[src/rtl/axis_fifo_loopback.sv]
// AXI-Stream loopback buffer: DEPTH-entry first-word fall-through FIFO carrying {last, data},
// with optional byte reversal on the write side and a delivered-packet counter.
module axis_fifo_loopback #(
  parameter int unsigned DATA_WIDTH = 32,
  parameter int unsigned DEPTH      = 16,
  parameter int unsigned BYTE_SWAP  = 0
) (
  input  logic                          axi_clk,
  input  logic                          axi_reset,
  input  logic                          s_axis_valid,
  input  logic [DATA_WIDTH-1:0]         s_axis_data,
  input  logic                          s_axis_last,
  output logic                          s_axis_ready,
  output logic                          m_axis_valid,
  output logic [DATA_WIDTH-1:0]         m_axis_data,
  output logic                          m_axis_last,
  input  logic                          m_axis_ready,
  output logic [$clog2(DEPTH+1)-1:0]    fill_count,
  output logic [15:0]                   pkt_count
);

  localparam int unsigned AW = $clog2(DEPTH);
  localparam int unsigned CW = $clog2(DEPTH + 1);
  localparam int unsigned NB = DATA_WIDTH / 8;
  localparam logic [CW-1:0] FULL = CW'(DEPTH);

  logic [DATA_WIDTH:0]   r_mem [DEPTH];
  logic [AW-1:0]         r_wr_ptr;
  logic [AW-1:0]         r_rd_ptr;
  logic [CW-1:0]         r_fill;
  logic [15:0]           r_pkt;

  logic                  w_push;
  logic                  w_pop;
  logic [DATA_WIDTH-1:0] w_swapped;
  logic [DATA_WIDTH-1:0] w_wr_data;

  // NOTE: every signal driven in always_comb gets a default first, so no latch is inferred.
  always_comb begin
    w_swapped = '0;
    for (int i = 0; i < int'(NB); i++) begin
      w_swapped[8*i +: 8] = s_axis_data[8*(int'(NB)-1-i) +: 8];
    end
  end

  assign w_wr_data = (BYTE_SWAP != 0) ? w_swapped : s_axis_data;

  // Handshakes depend only on registered fill level (and reset), never on the far side's ready.
  assign s_axis_ready = axi_reset | (r_fill != FULL);
  assign m_axis_valid = ~axi_reset & (r_fill != '0);
  assign w_push       = s_axis_valid & ~axi_reset & (r_fill != FULL);
  assign w_pop        = m_axis_valid & m_axis_ready;

  assign {m_axis_last, m_axis_data} = r_mem[r_rd_ptr];
  assign fill_count = r_fill;
  assign pkt_count  = r_pkt;

  // NOTE: the storage array has no reset; only pointers and counters define what is valid.
  always_ff @(posedge axi_clk) begin
    if (w_push) begin
      r_mem[r_wr_ptr] <= {s_axis_last, w_wr_data};
    end
  end

  // NOTE: sequential state uses non-blocking assignments so all registers update together.
  always_ff @(posedge axi_clk) begin
    if (axi_reset) begin
      r_wr_ptr <= '0;
      r_rd_ptr <= '0;
      r_fill   <= '0;
      r_pkt    <= '0;
    end else begin
      if (w_push) r_wr_ptr <= r_wr_ptr + AW'(1);
      if (w_pop)  r_rd_ptr <= r_rd_ptr + AW'(1);
      case ({w_push, w_pop})
        2'b10:   r_fill <= r_fill + CW'(1);
        2'b01:   r_fill <= r_fill - CW'(1);
        default: r_fill <= r_fill;
      endcase
      if (w_pop && m_axis_last) r_pkt <= r_pkt + 16'd1;
    end
  end

endmodule

[config.mk]
export PLATFORM = sky130hd
export DESIGN_NAME = axis_fifo_loopback
export DESIGN_NICKNAME = d
export VERILOG_FILES = /design/src/rtl/axis_fifo_loopback.sv
export SDC_FILE = /design/constraint.sdc
export NUM_CORES = 1
export LEC_CHECK = 0
export ABC_CLOCK_PERIOD_IN_PS = 7200
export BUFFER_PORTS_ARGS = -buffer_cell sky130_fd_sc_hd__buf_4
export CAP_MARGIN = 20
export CORE_MARGIN = 2
export CORE_UTILIZATION = 40
export CTS_BUF_LIST = sky130_fd_sc_hd__clkbuf_8
export DETAILED_ROUTE_END_ITERATION = 10
export MAX_ROUTING_LAYER = met4
export SYNTH_ARGS = -nofsm -noshare
export SYNTH_HDL_FRONTEND = slang
export SYNTH_SLANG_ARGS = --single-unit
export TNS_END_PERCENT = 10
[constraint.sdc]
create_clock -name axi_clk -period 7.2 [get_ports axi_clk]
set_input_delay 1.44 -clock axi_clk [delete_from_list [all_inputs] [get_ports axi_clk]]
set_output_delay 1.44 -clock axi_clk [all_outputs]
set_load 0.01 [all_outputs]
Word level (Yosys, flattened, before mapping)

Memories as Yosys holds them, arrays and structs flattened. A register that Yosys moved wholly into a read port is not among the register bits.
Index checks and enable logic that the tools add are counted.

$add $sub $neg: 5
Equality and inequality tests: 3
Muxes and demuxes: 5
Bitwise logic cells: 6
Reduce and logical (&&, ||, !) cells: 3

Operators by type and width:

| cell                                              | count |
|---|---|
| adder 16 x 1 -> 16 bit (second input constant)    | 1 |
| one-hot mux 5 bit (2 select lines)                | 1 |
| adder 4 x 1 -> 4 bit (second input constant)      | 2 |
| 2-to-1 mux 4 bit                                  | 2 |
| adder 5 x 1 -> 5 bit (second input constant)      | 1 |
| inequality test 5 bit (second input constant)     | 1 |
| nonzero test 5 bit                                | 1 |
| subtractor 5 x 1 -> 5 bit (second input constant) | 1 |
| AND 1 bit                                         | 4 |
| == test 2 x 1 -> 1 bit (second input constant)    | 1 |
| == test 2 bit (second input constant)             | 1 |
| 2-to-1 mux 1 bit                                  | 2 |
| nonzero test 2 bit                                | 1 |
| logical AND 1 bit                                 | 1 |
| NOT 1 bit                                         | 1 |
| bitwise OR 1 bit                                  | 1 |

RAM bits: 528
Input port bits: 37
Output and inout bits: 56
Bits in registers: 29
Memories: 1
Logic and storage cells: 27

Memories:

| memory | words | bits a word | rd ports | clocked after memory_dff | wr ports | line | text |
|---|---|---|---|---|---|---|---|
| r_mem  | 16    | 33          | 1        | 1                        | 1        | 27   | `logic [DATA_WIDTH:0] r_mem [DEPTH];` |

Longest topological paths before layout

Depth after elaboration: 5
Depth in mapped cells: 13

Worst setup path before layout

No wires, ideal clock.

Path kind: in2reg
Start: in axi_reset
End: mem r_mem[3][0] in the netlist's numbering, enable pin
Required time: 6.736 ns
Path slack: 2.388 ns
Data arrival time: 4.348 ns
Stages: 3
Cell sequence: a211oi_1 -> nand2_1 -> nor3_1

Longest elaborated chain between the ends: 5

RTL lines:

| what                                   | line | text |
|---|---|---|
| start, declared                        | 9    | `input logic axi_reset,` |
| NOT 1 bit                              | 51   | `assign w_push = s_axis_valid & ~axi_reset & (r_fill != FULL);` |
| AND 1 bit (2 in series)                | 51   |  |
| 2-to-1 mux 1 bit                       | 60   | `if (w_push) begin` |
| 2-to-1 mux 1 bit (not written as such) | 61   | `r_mem[r_wr_ptr] <= {s_axis_last, w_wr_data};` |
| end, declared                          | 27   |  |

Every way passes these cells.

==> metrics.cfg <==
[status]
status=finished, final reports clean

[cts]
cts_tree=built
cts_setup_buffers=0
clock_sink_count=561
postCtsHoldBufs=0
clk_pin_slew_ns=0.06
root_buffer=clkbuf_8
clockBufferDepth=3
clock_latency_ns=0.67
htreeDepth=3
cts_inserted_buffers=91
ctsResizeCount=0

[placement]
io_buffers=92
gp_congestion=0.705
post-dp-hpwl_um=21400

[timing]
fin_crit_ns=5.05
finClkSkew_ns=0.0151
setup_viol=0
slew_violations=0
fmax_mhz=198
hold_viol=0
relSlewSlack=0.357
tightestPinTransition_ns=0.964
period_share=0.702
rsz0062_at_grt=no
setup_tns_ns=0

[synth]
synth_warnings=0
synth_common_cells=edfxtp_1, mux4_2, nor2_1, dfxtp_1, clkbuf_1
synth.net_count=980
synth_cell_type_count=34
synth-seq-cells=561
async_reset_ff_frac=0
yosysTopAreaCell=edfxtp_1
syn_area_per_cell_sq_um=23.0
syn_area_sq_um=21400
yosysTopAreaCellShare=0.740
synth_cells=933
synth_edf_count=528
synth.most_common_cell=edfxtp_1
ys_top_cells_by_area=edfxtp_1, mux4_2, dfxtp_1, xor2_1, nor2_1
ys_seq_area_frac=0.771
ys.flop_type=edfxtp_1

[routing]
wl_um=45600
post_drt_wl_per_cell_um=24.7
drt-initial-drc-count=689
drt_first_pass_iters=5
drc=0
ant_nets=0
viasPerCell=5.38
vias=9928

[worst_setup_path]
rrSetupSlack_ns=3.96
critPathLaunchType=register
end_kind=output pin
worst-path-max-fanout=41
ff2ff_path_depth=9
worstPathRequired_ns=5.76
cp-endpoint=m_axis_data[26]
worstPathArrival_ns=3.61
r2r_end=fill_count[3]
r2r-start=fill_count[1]
critPathKind=register to output pin

[grt]
grt_antenna_before_repair=2
grt_pass1_vias=10600
grt_first_pass_wirelength_um=67800
overflow=0
grt_max_degree=130
track_usage=0.173

[floorplanning]
start_util=0.406
rows=84
io_pins=93
dieArea_sq_um=55400
chipWidth_um=235
core-area_sq_um=52800
dieHeight_um=235

[final_layout]
nets=1138
syn2layout_area_growth_pct=15.2
drive_gt1_frac=0.354
final.fill_count=4369
fin_util=0.468

[hold_path]
hold_class=register to register
worstHoldPathCells=1

[power]
total_power_w=0.00649
irDropWorstVdd_mv=0.117
p_leak_nw=7.77
power_density_nw_per_um2=263

[flow_run]
cap_violations=0

-- sequential cells by signal, summed over array words and instances (netlist names), named ones only --
register	cells
pkt_count	16
fill_count	5
r_wr_ptr	4
r_mem	528
r_rd_ptr	4
-- metal layers --
layer / up-vias / routed length [um] / track usage
met5: - / 0 / -
met4: 0 / 939 / 0.0560
met3: 78 / 2510 / 0.0360
met2: 275 / 22300 / 0.266
met1: 5318 / 19900 / 0.231
li1: 4257 / - / -
-- metrics by stage --
step,cells,worst slack (ns),hold WS (ns),area [sq um]
4_1_cts,1845,1.95,0.475,24700
2_1_floorplan,933,2.39,0.485,21400
3_5_place_dp,1686,2.71,0.456,23100
5_1_grt,1847,1.86,0.514,24700
6_report,1847,2.15,0.474,24700
3_3_place_gp,1686,2.73,0.450,23100
-- worst max-delay path: stages, from the launching register on --
cell and delay, ns:
dfxtp_4 0.93, buf_4 0.70, mux4_2 0.59, mux4_2 0.51, buf_4 0.16
-- cells by family after synthesis --
family | share of synthesized area
adder cells (fa/ha/maj) | 0.00584
multiplexers | 0.175
AND/OR/NAND/NOR | 0.0226
XOR/XNOR | 0.00858
AO/OA/AOI/OAI | 0.00584
flip-flops | 0.771
buffers and inverters | 0.0112
-- cell type report --
class / instances / area, sq um / share of cell area
Clock inverter: 68 / 367 / 0.0148
Timing Repair Buffer: 113 / 873 / 0.0354
Tap cell: 688 / 861 / 0.0349
Inverter: 7 / 26.3 / 0.00106
Multi-Input combinational cell: 317 / 4780 / 0.194
Antenna cell: 2 / 5.00 / 0.000203
Sequential cell: 561 / 16500 / 0.669
Clock buffer: 91 / 1250 / 0.0507
-- where the power goes --
part	internal [W]	total (W)	switching, W	leakage [nW]
combinational	0.000202	0.000391	0.000190	1.80
sequential	0.00359	0.00362	0.0000289	5.03
clock	0.00125	0.00248	0.00123	0.939
total	0.00505	0.00649	0.00145	7.77
-- cell usage in the layout, fill, tap and decap left out, types with 3 or more instances in the layout --
master and n:
ha_1 10, a21oi_1 9, nor3_2 4, xor2_1 16, dfxtp_4 3, mux2i_1 4, and3_1 3, xnor2_1 5
buf_4 111, clkinvlp_4 4, o21ai_0 5, dfxtp_1 29, clkinv_1 17, nand2b_1 7, nand2_1 11, nor2_4 12
nor2_1 25, edfxtp_1 528, nand4_1 13, and4_1 3, nor3_1 4, clkbuf_8 91, inv_1 39, and2_1 3
mux4_2 165, clkinv_2 9
-- worst min path at each step --
stage                                to  slack (ns)          start
after floorplan                register        0.48    r_rd_ptr[3]
after global placement    pkt_count[15]        0.45  pkt_count[15]
after detailed placement  pkt_count[15]        0.46  pkt_count[15]
after CTS                 pkt_count[15]        0.47  pkt_count[15]
after global routing      pkt_count[15]        0.51  pkt_count[15]
final                     pkt_count[15]        0.47  pkt_count[15]
(Power assumes the default switching activity.)
